<file path="config.mk">
export PLATFORM = sky130hd
export DESIGN_NAME = seq_divider_flat
export DESIGN_NICKNAME = d
export VERILOG_FILES = /design/src/rtl/seq_divider_if.sv /design/src/rtl/seq_divider.sv /design/src/flat_wrapper.sv
export SDC_FILE = /design/constraint.sdc
export NUM_CORES = 1
export LEC_CHECK = 0
export BUFFER_PORTS_ARGS = -buffer_cell sky130_fd_sc_hd__buf_2
export CAP_MARGIN = 20
export CORE_ASPECT_RATIO = 2
export CORE_UTILIZATION = 38
export CTS_BUF_LIST = sky130_fd_sc_hd__clkbuf_8 sky130_fd_sc_hd__clkbuf_16
export CTS_CLUSTER_DIAMETER = 30
export DETAILED_ROUTE_END_ITERATION = 7
export PLACE_DENSITY = 0.58
export SYNTH_ARGS = -nofsm -noshare
export SYNTH_HDL_FRONTEND = slang
export SYNTH_SLANG_ARGS = --single-unit
</file>
<file path="constraint.sdc">
create_clock -name clk -period 9.4 [get_ports clk]
set_clock_uncertainty 0.2 [all_clocks]
set_input_delay 1.88 -clock clk [delete_from_list [all_inputs] [get_ports clk]]
set_output_delay 1.88 -clock clk [all_outputs]
set_load 0.005 [all_outputs]
</file>
<file path="src/rtl/seq_divider_if.sv">
// Handshake and operand/result bundle between the control unit (master)
// and the multicycle signed divider (slave).
interface seq_divider_if #(
  parameter int WIDTH = 32
);
  logic             start;
  logic [WIDTH-1:0] dividend;
  logic [WIDTH-1:0] divisor;
  logic [WIDTH-1:0] hi;
  logic [WIDTH-1:0] lo;
  logic             done;
  logic             div_zero;
  logic             busy;

  modport master (
    output start, dividend, divisor,
    input  hi, lo, done, div_zero, busy
  );

  modport slave (
    input  start, dividend, divisor,
    output hi, lo, done, div_zero, busy
  );
endinterface

</file>
<file path="src/rtl/seq_divider.sv">
// Multicycle signed divider with MIPS DIV semantics: restoring division on
// magnitudes, one quotient bit per clock, then a sign fix-up into lo/hi.
module seq_divider #(
  parameter int WIDTH = 32
) (
  input logic         clk,
  input logic         reset,
  seq_divider_if.slave bus
);
  localparam int CW = (WIDTH > 1) ? $clog2(WIDTH) : 1;
  localparam logic [CW-1:0] LAST = CW'(WIDTH - 1);

  typedef enum logic [1:0] {
    IDLE = 2'd0,
    CALC = 2'd1,
    FIX  = 2'd2
  } state_t;

  state_t           state;
  logic [CW-1:0]    count;
  logic [WIDTH-1:0] rem;
  logic [WIDTH-1:0] quo;
  logic [WIDTH-1:0] dvsr;
  logic             sign_q;
  logic             sign_r;
  logic [WIDTH-1:0] hi_q;
  logic [WIDTH-1:0] lo_q;
  logic             done_q;
  logic             dz_q;

  logic [WIDTH-1:0] mag_dividend;
  logic [WIDTH-1:0] mag_divisor;
  logic [WIDTH:0]   shifted;
  logic [WIDTH:0]   diff;

  // Since rem < dvsr <= 2^(WIDTH-1), the shifted remainder stays below 2^WIDTH,
  // so a WIDTH+1-bit difference carries a reliable sign bit.
  always_comb begin
    mag_dividend = bus.dividend[WIDTH-1] ? -bus.dividend : bus.dividend;
    mag_divisor  = bus.divisor[WIDTH-1]  ? -bus.divisor  : bus.divisor;
    shifted      = {rem, quo[WIDTH-1]};
    diff         = shifted - {1'b0, dvsr};
  end

  always_ff @(posedge clk or negedge reset) begin
    if (!reset) begin
      state  <= IDLE;
      count  <= '0;
      rem    <= '0;
      quo    <= '0;
      dvsr   <= '0;
      sign_q <= 1'b0;
      sign_r <= 1'b0;
      hi_q   <= '0;
      lo_q   <= '0;
      done_q <= 1'b0;
      dz_q   <= 1'b0;
    end else begin
      done_q <= 1'b0;
      dz_q   <= 1'b0;
      case (state)
        IDLE: begin
          if (bus.start) begin
            if (bus.divisor == '0) begin
              dz_q <= 1'b1;
            end else begin
              quo    <= mag_dividend;
              dvsr   <= mag_divisor;
              sign_q <= bus.dividend[WIDTH-1] ^ bus.divisor[WIDTH-1];
              sign_r <= bus.dividend[WIDTH-1];
              rem    <= '0;
              count  <= '0;
              state  <= CALC;
            end
          end
        end
        CALC: begin
          if (!diff[WIDTH]) begin
            rem <= diff[WIDTH-1:0];
            quo <= {quo[WIDTH-2:0], 1'b1};
          end else begin
            rem <= shifted[WIDTH-1:0];
            quo <= {quo[WIDTH-2:0], 1'b0};
          end
          count <= count + 1'b1;
          if (count == LAST) begin
            state <= FIX;
          end
        end
        FIX: begin
          lo_q   <= sign_q ? -quo : quo;
          hi_q   <= sign_r ? -rem : rem;
          done_q <= 1'b1;
          state  <= IDLE;
        end
        default: state <= IDLE;
      endcase
    end
  end

  assign bus.hi       = hi_q;
  assign bus.lo       = lo_q;
  assign bus.done     = done_q;
  assign bus.div_zero = dz_q;
  assign bus.busy     = (state == CALC) || (state == FIX);
endmodule

</file>
<file path="src/flat_wrapper.sv">
// flat-port wrapper written by rule: the top's interface ports become plain ports
module seq_divider_flat 
#(
  parameter int WIDTH = 32
)
  (clk, reset, bus_start, bus_dividend, bus_divisor, bus_hi, bus_lo, bus_done, bus_div_zero, bus_busy);
  seq_divider_if #(.WIDTH(WIDTH)) bus_i ();
  input logic clk;
  input logic reset;
  input wire logic [$bits(bus_i.start)-1:0] bus_start;
  input wire logic [$bits(bus_i.dividend)-1:0] bus_dividend;
  input wire logic [$bits(bus_i.divisor)-1:0] bus_divisor;
  output wire logic [$bits(bus_i.hi)-1:0] bus_hi;
  output wire logic [$bits(bus_i.lo)-1:0] bus_lo;
  output wire logic [$bits(bus_i.done)-1:0] bus_done;
  output wire logic [$bits(bus_i.div_zero)-1:0] bus_div_zero;
  output wire logic [$bits(bus_i.busy)-1:0] bus_busy;
  assign bus_i.start = bus_start;
  assign bus_i.dividend = bus_dividend;
  assign bus_i.divisor = bus_divisor;
  assign bus_hi = bus_i.hi;
  assign bus_lo = bus_i.lo;
  assign bus_done = bus_i.done;
  assign bus_div_zero = bus_i.div_zero;
  assign bus_busy = bus_i.busy;
  seq_divider #(.WIDTH(WIDTH)) u_core (.clk(clk), .reset(reset), .bus(bus_i));
endmodule
</file>
==> results by group, run 1 <==
Synthesis
  – Synth Area in Compound Gates: 23.22%
  – Cell with the most instances after synthesis: dfrtp_1
  – Mux cell area share after synthesis: 2.303%
  – Adder-Cell Fraction of Synth Area: around 4.8%
  – Distinct cell type count after synthesis: 72
  – Post-Synth Simple-Gate Area: around 15%
  – XOR/XNOR Fraction of Synth Area: around 11%
  – Mapped cell area: 11080 um^2
  – Largest family of logic cells by synthesized area: compound AO/OA/AOI/OAI gates
  – Commonest cells post-synth: 171 x dfrtp_1, 132 x nand2_1, 122 x o21ai_0, 106 x a21oi_1, 97 x nor2_1
  – Cell taking the most area after synthesis: dfrtp_1
  – #FFs+latches synth: ~170
  – Synth Net Count: roughly 1400
  – Mapped Avg Cell Area: 8.728 um^2
  – EDFF count, synth: 0
  – FFs w/ async S/R, synth: 100.0%
  – Area fraction of the dominant cell type after synthesis: about two fifths
  – Yosys warnings: 0
  – Primary FF master, synth: dfrtp_1
  – Post-Syn Instances: 1270
  – Area contributors post-synth: dfrtp_1 39%, xor2_1 7.3%, o21ai_0 5.5%
  – Sequential share of the synthesized area: 38.60%

Critical path
  – Slowest cell on crit path: or4_1
  – Largest stage delay on the critical path: ~0.74 ns
  – Crit path kind: in2reg
  – Reg2Reg Capture Point: u_core.rem[9]
  – Critical-path cell list: buf_2, or4_4, nor3_2, nand3_1, or4_1, o21ai_2, nand2_1, nand2_2, nor2_1, a221o_1
  – WP data required: between 9 and 10 ns
  – Crit end category: flip-flop
  – Reg2reg setup slack: about 5.2 ns
  – Critical R2R Launch: u_core.rem[18]
  – Worst Setup Start Kind: primary input
  – Worst R2R Path Depth: 10
  – CP Max Fanout: 37
  – Worst EP arrival: 6.02 ns

CTS
  – CTS clk-pin slew, worst paths: approximately 0.060 ns
  – CTS Buffer Depth: 2
  – Clock buffer count from CTS: 17
  – Post-CTS repair timing setup buffer count: 0
  – Cts hold-fix bufs: 0
  – Post-cts gate resize count: 0
  – H-tree Lvls: 4
  – TritonCTS clock tree: yes
  – Clk root buf: clkbuf_16
  – Clock sinks: around 170
  – Clk_lat worst skew: roughly 0.44 ns

Placed design
  – Global placement routability congestion: between 0.9 and 1
  – I/O Buffers: between 100 and 150
  – Dpl hpwl: 23770 um
  – Dpl cells: 1708
  – Pre-CTS setup slack: 3.039 ns
  – Area post-placement: approximately 12000 um^2

Floorplanning
  – DIE WIDTH: ~120 um
  – I/O Pins: approximately 130
  – Die height: around 240 um
  – Core ar.: 28740 um^2
  – Starting Density: around two fifths
  – Cell Rows: 88
  – Die area: 29900 um^2

Route
  – TritonRoute pass-1 iters: 5
  – Via-per-instance ratio: about 5.5
  – Drt initial violations: 500
  – Via Count: 9488
  – DRC viols: 0
  – Routed len/inst: approximately 17 um
  – Routed Antenna Nets: 0
  – Total wire length: 30370 um

Timing
  – Fmax: 0.1694 GHz
  – Final setup TNS: 0 ns
  – Hold_ws: 0.2786 ns
  – Setup-failing EPs final: 0
  – Hold Violations, Final: 0
  – Fin. max-slew vios: 0
  – Period minus WS final: a little under 6 ns
  – Post-layout worst setup margin: roughly 3.5 ns
  – RSZ-0062 raised after global routing: false
  – Final period util: 62.79%
  – Slew Limit Headroom: between 30% and 40%
  – Worst-margin pin slew: around 1.0 ns

Global routing
  – First-pass GRT wire length: between 40000 and 50000 um
  – Total track usage: about a fifth
  – Vias in the first global route: between 9000 and 10000
  – Remaining Overflow, GRT: 0
  – Initial antenna violation count: 0
  – Largest net degree at the start of global routing: 66

Finish
  – Final Cell Area: about 13000 um^2
  – Layout cells sized above 1: 15.14%
  – N_diodes: 0
  – Final core utilization: roughly 44%
  – Nets: 1476
  – Area growth, synth to finish: 14.54%
  – Final Non-Filler Cells: between 1500 and 2000

Outcome
  – Status: completed

Pwr
  – Power per cell area: between 300 and 400 nW/um^2
  – Pwr Total: between 4 and 5 mW
  – Lkg Pwr: 5.898 nW
  – Peak VDD IR: approximately 0.00015 V

Worst hold path
  – Hold depth: 2
  – HP Start: u_core.dvsr[15]
  – Hold endpoint: u_core.dvsr[15]
  – HP Class: reg2reg

Flow run
  – # Max-Cap Violations: 0
[power by group]
| group | internal [mW] | switching (mW) |
|---|---|---|
| clock | 0.448 | 0.296 |
| combinational | 0.957 | 1.36 |
| sequential | 0.942 | 0.281 |
| total | 2.35 | 1.93 |
[state kept, by name (all words and copies together) (netlist names)]
register / flops
u_core.bus.hi: 32
u_core.bus.lo: 32
u_core.dvsr: 32
u_core.quo: 32
u_core.rem: 32
u_core.count: 5
u_core.state: 2
u_core.bus.div_zero: 1
u_core.bus.done: 1
u_core.sign_q: 1
u_core.sign_r: 1
[layout make-up]
class / count / area, um^2
Inverter: 63 / 236.5
Clock inverter: 14 / 180.2
Tap cell: 360 / 450.4
Sequential cell: 171 / 4279
Fill cell: 2859 / 16040
Timing Repair Buffer: 146 / 789.5
Multi-Input combinational cell: 968 / 6321
Clock buffer: 18 / 439.2
[per-layer routing]
layer	wire length, um	vias up	GRT usage [%]
met1	11460	4472	21.71
met3	876	53	2.926
met5	0	-	0
met2	17130	214	40.95
li1	-	4749	-
met4	895	0	7.389
[logic make-up (layout without fill, tap and decap cells)]
| group | count (synthesis) | count (layout) |
|---|---|---|
| adder cells (fa/ha/maj) | 42 | 42 |
| XOR/XNOR | 140 | 140 |
| AND/OR/NAND/NOR | 357 | 357 |
| multiplexers | 25 | 25 |
| flip-flops | 171 | 171 |
| AO/OA/AOI/OAI | 404 | 404 |
| buffers and inverters | 131 | 241 |
[worst max-delay path by stage]
stage | from | to | slack [ns] | cells past startpoint
6_report | bus_divisor[8] | u_core.rem[9] | 3.50 | 10
4_1_cts | bus_divisor[8] | u_core.rem[9] | 3.50 | 10
5_1_grt | bus_divisor[8] | u_core.rem[9] | 3.22 | 10
2_1_floorplan | bus_divisor[8] | u_core.dvsr[27] | 4.70 | 9
3_5_place_dp | bus_divisor[8] | u_core.rem[9] | 3.04 | 10
3_3_place_gp | bus_divisor[8] | u_core.rem[9] | 3.16 | 11
[cells in the final DEF (no fill, tap or decap), types with 6 or more instances in the layout]
cell type | Yosys | routed
nand3_1 | 11 | 11
a22oi_1 | 8 | 8
nor2_1 | 97 | 95
or3_1 | 23 | 23
a22o_1 | 6 | 6
o41ai_1 | 12 | 12
a222oi_1 | 10 | 10
ha_1 | 41 | 40
inv_1 | 62 | 66
o22ai_1 | 21 | 21
o31ai_1 | 38 | 38
mux2i_1 | 21 | 21
a221o_1 | 7 | 7
and3_1 | 7 | 7
o21a_1 | 8 | 8
o21ai_0 | 122 | 122
clkbuf_16 | 0 | 17
nor2b_1 | 10 | 10
a21o_1 | 14 | 14
nand2_1 | 132 | 132
buf_4 | 1 | 12
xnor2_1 | 48 | 48
a21oi_1 | 106 | 105
nor3_1 | 20 | 20
buf_2 | 13 | 132
xor2_1 | 92 | 92
or4_1 | 15 | 15
dfrtp_1 | 171 | 171
[critical path, delay by kind of cell]
kind	cells	cell delay (ns)
compound gates	2	1.01
buf+inv	1	0.12
simple gates	7	2.99
(Power assumes the default switching activity.)
==> inputs of run 2 (changes only) <==
Settings changed: PLACE_DENSITY 0.58 to 0.6.
Clock period 9.4 ns to 4.95 ns, I/O delays scaled along.
==> run 2 against run 1 <==
Effect of this change: combinational power is 93% higher; core utilization hardly changed; clock-buffer cell count is 1 lower; final cell count is 0.57% higher; setup slack worse by 2.8 ns; hold slack worse by 0.0011 ns; flip-flop and latch count stayed put; total power is 89% higher; die area stayed put.
==> results by group, run 2 (same netlist as run 1, synthesis figures left out) <==
Outcome
  – Status: completed (unchanged)

Timing
  – Worst-margin pin slew: 1.017 ns (was 1.030 ns)
  – Final setup TNS: 0 ns (unchanged)
  – RSZ-0062 raised after global routing: false (unchanged)
  – Slew Limit Headroom: 32.20% (was 31.31%)
  – Fin. max-slew vios: 0 (unchanged)
  – Setup-failing EPs final: 0 (unchanged)
  – Fmax: approximately 0.23 GHz
  – Final period util: a little under nine tenths
  – Period minus WS final: between 4 and 5 ns
  – Hold Violations, Final: 0 (unchanged)

Worst hold path
  – Hold depth: 2 (unchanged)
  – HP Start: u_core.dvsr[23] (was u_core.dvsr[15])
  – HP Class: reg2reg (unchanged)
  – Hold endpoint: u_core.dvsr[23] (was u_core.dvsr[15])

CTS
  – Clock sinks: 171 (unchanged)
  – H-tree Lvls: 4 (unchanged)
  – Cts hold-fix bufs: 0 (unchanged)
  – TritonCTS clock tree: yes (unchanged)
  – Clk root buf: clkbuf_16 (unchanged)
  – CTS Buffer Depth: 2 (unchanged)
  – CTS clk-pin slew, worst paths: 0.07 ns (was 0.06 ns)
  – Clock buffer count from CTS: 17 (unchanged)
  – Clk_lat worst skew: 0.45 ns (was 0.44 ns)
  – Post-cts gate resize count: 0 (unchanged)
  – Post-CTS repair timing setup buffer count: 0 (unchanged)

Critical path
  – Worst EP arrival: 4.39 ns (was 6.02 ns)
  – Crit end category: flip-flop (unchanged)
  – Crit path kind: reg2reg (was in2reg)
  – CP Max Fanout: 20 (was 37)
  – Reg2reg setup slack: 0.69 ns (was 5.21 ns)
  – Worst R2R Path Depth: 12 (was 10)
  – WP data required: 5.08 ns (was 9.52 ns)
  – Worst Setup Start Kind: flip-flop (was primary input)
  – Reg2Reg Capture Point: u_core.rem[26] (was u_core.rem[9])
  – Critical R2R Launch: u_core.rem[18] (unchanged)

Pwr
  – Pwr Total: 8.083 mW (was 4.281 mW)
  – Lkg Pwr: 5.905 nW (was 5.898 nW)
  – Peak VDD IR: 0.0003409 V (was 0.0001545 V)
  – Power per cell area: 636.8 nW/um^2 (was 337.2 nW/um^2)

Global routing
  – Remaining Overflow, GRT: 0 (unchanged)
  – Vias in the first global route: 9571 (was 9393)
  – Initial antenna violation count: 0 (unchanged)
  – Total track usage: 21.38% (was 20.91%)
  – Largest net degree at the start of global routing: 86 (was 66)
  – First-pass GRT wire length: 49520 um (was 48390 um)

Route
  – Via Count: 9502 (was 9488)
  – Drt initial violations: 527 (was 500)
  – DRC viols: 0 (unchanged)
  – Routed len/inst: 17.60 um (was 17.45 um)
  – TritonRoute pass-1 iters: 6 (was 5)
  – Routed Antenna Nets: 0 (unchanged)
  – Via-per-instance ratio: 5.430 (was 5.453)
  – Total wire length: 30810 um (was 30370 um)

Finish
  – Nets: 1486 (was 1476)
  – Fill cell count: 2825 (was 2859)
  – Area growth, synth to finish: 14.52% (was 14.54%)
  – Layout cells sized above 1: 15.97% (was 15.14%)
  – N_diodes: 0 (unchanged)
  – Leading cell type in the layout, fill and taps excluded: dfrtp_1 (unchanged)
  – Most frequent cells in the layout: 171 x dfrtp_1, 132 x nand2_1, 132 x buf_2 (unchanged)

Flow run
  – # Max-Cap Violations: 0 (unchanged)

Floorplanning
  – I/O Pins: 134 (unchanged)
  – Core ar.: 28740 um^2 (unchanged)
  – Die height: 243.5 um (unchanged)
  – Cell Rows: 88 (unchanged)
  – DIE WIDTH: 122.8 um (unchanged)
  – Starting Density: 38.57% (unchanged)
  – Die area: 29900 um^2 (unchanged)

Placed design
  – I/O Buffers: 133 (unchanged)
  – Dpl hpwl: 24080 um (was 23770 um)
  – Global placement routability congestion: 0.8483 (was 0.9422)
## run 2: changes by cell type in the layout (fill, tap and decap cells not counted), sizes merged
cell | before | now
buf | 146 | 156
bufinv | 4 | 1
clkbuf | 18 | 17
clkinv | 3 | 8
clkinvlp | 3 | 2
## run 2: how the worst max path moves through the flow
stage | startpoint | slack (ns) | end | cells after the start
2_1_floorplan | bus_divisor[8] | 1.14 | u_core.dvsr[27] | 9
3_3_place_gp | bus_divisor[8] | 0.41 | u_core.count[3] | 12
3_5_place_dp | bus_divisor[8] | 0.38 | u_core.count[3] | 12
4_1_cts | u_core.rem[18] | 0.73 | u_core.rem[26] | 12
5_1_grt | u_core.rem[18] | 0.38 | u_core.rem[25] | 12
6_report | u_core.rem[18] | 0.69 | u_core.rem[26] | 12
## run 2: metal layers
metal	global-route usage, %	vias up	routed length, um
li1	-	4762	-
met1	22.89	4500	11750
met2	41.09	193	17380
met3	2.294	47	829
met4	8.572	0	848
met5	0	-	0
## run 2: cell type report
class                      count  area, um^2  area share [%]
sequential                   171        4279           33.71
tap                          360       450.4           3.549
multi-input combinational    968        6319           49.78
inverter                      63       236.5           1.863
clock inverter                15       138.9           1.094
clock buffer                  17       425.4           3.351
timing repair buffer         156       844.6           6.654
## run 2: through the flow
stage	instances	setup slack, ns	cell area, um^2	hold WS [ns]	utilization (%)
floorplan	1270	1.136	11080	0.2485	-
CTS	1750	0.7272	12690	0.2868	44.17
finish	1750	0.6861	12690	0.2775	44.17
global route	1750	0.3819	12690	0.3095	44.17
detailed placement	1718	0.3751	12130	0.2719	42.21
global placement	1718	0.4054	12130	0.2621	42.21
## run 2: critical path: stages, from the launching register on
cell,delay [ns]
dfrtp_1,0.47
ha_1,0.40
and3_1,0.23
a32oi_1,0.21
a311o_1,0.32
o21ai_0,0.13
a2111oi_0,0.59
a21boi_1,0.27
buf_4,0.25
nor2_2,0.10
buf_4,0.33
nor2_1,0.23
a221o_1,0.40
## run 2: where the power goes
group	switching [mW]	internal, mW
Combinational	2.60	1.85
Sequential	0.538	1.79
Clock	0.609	0.699
Total	3.74	4.34
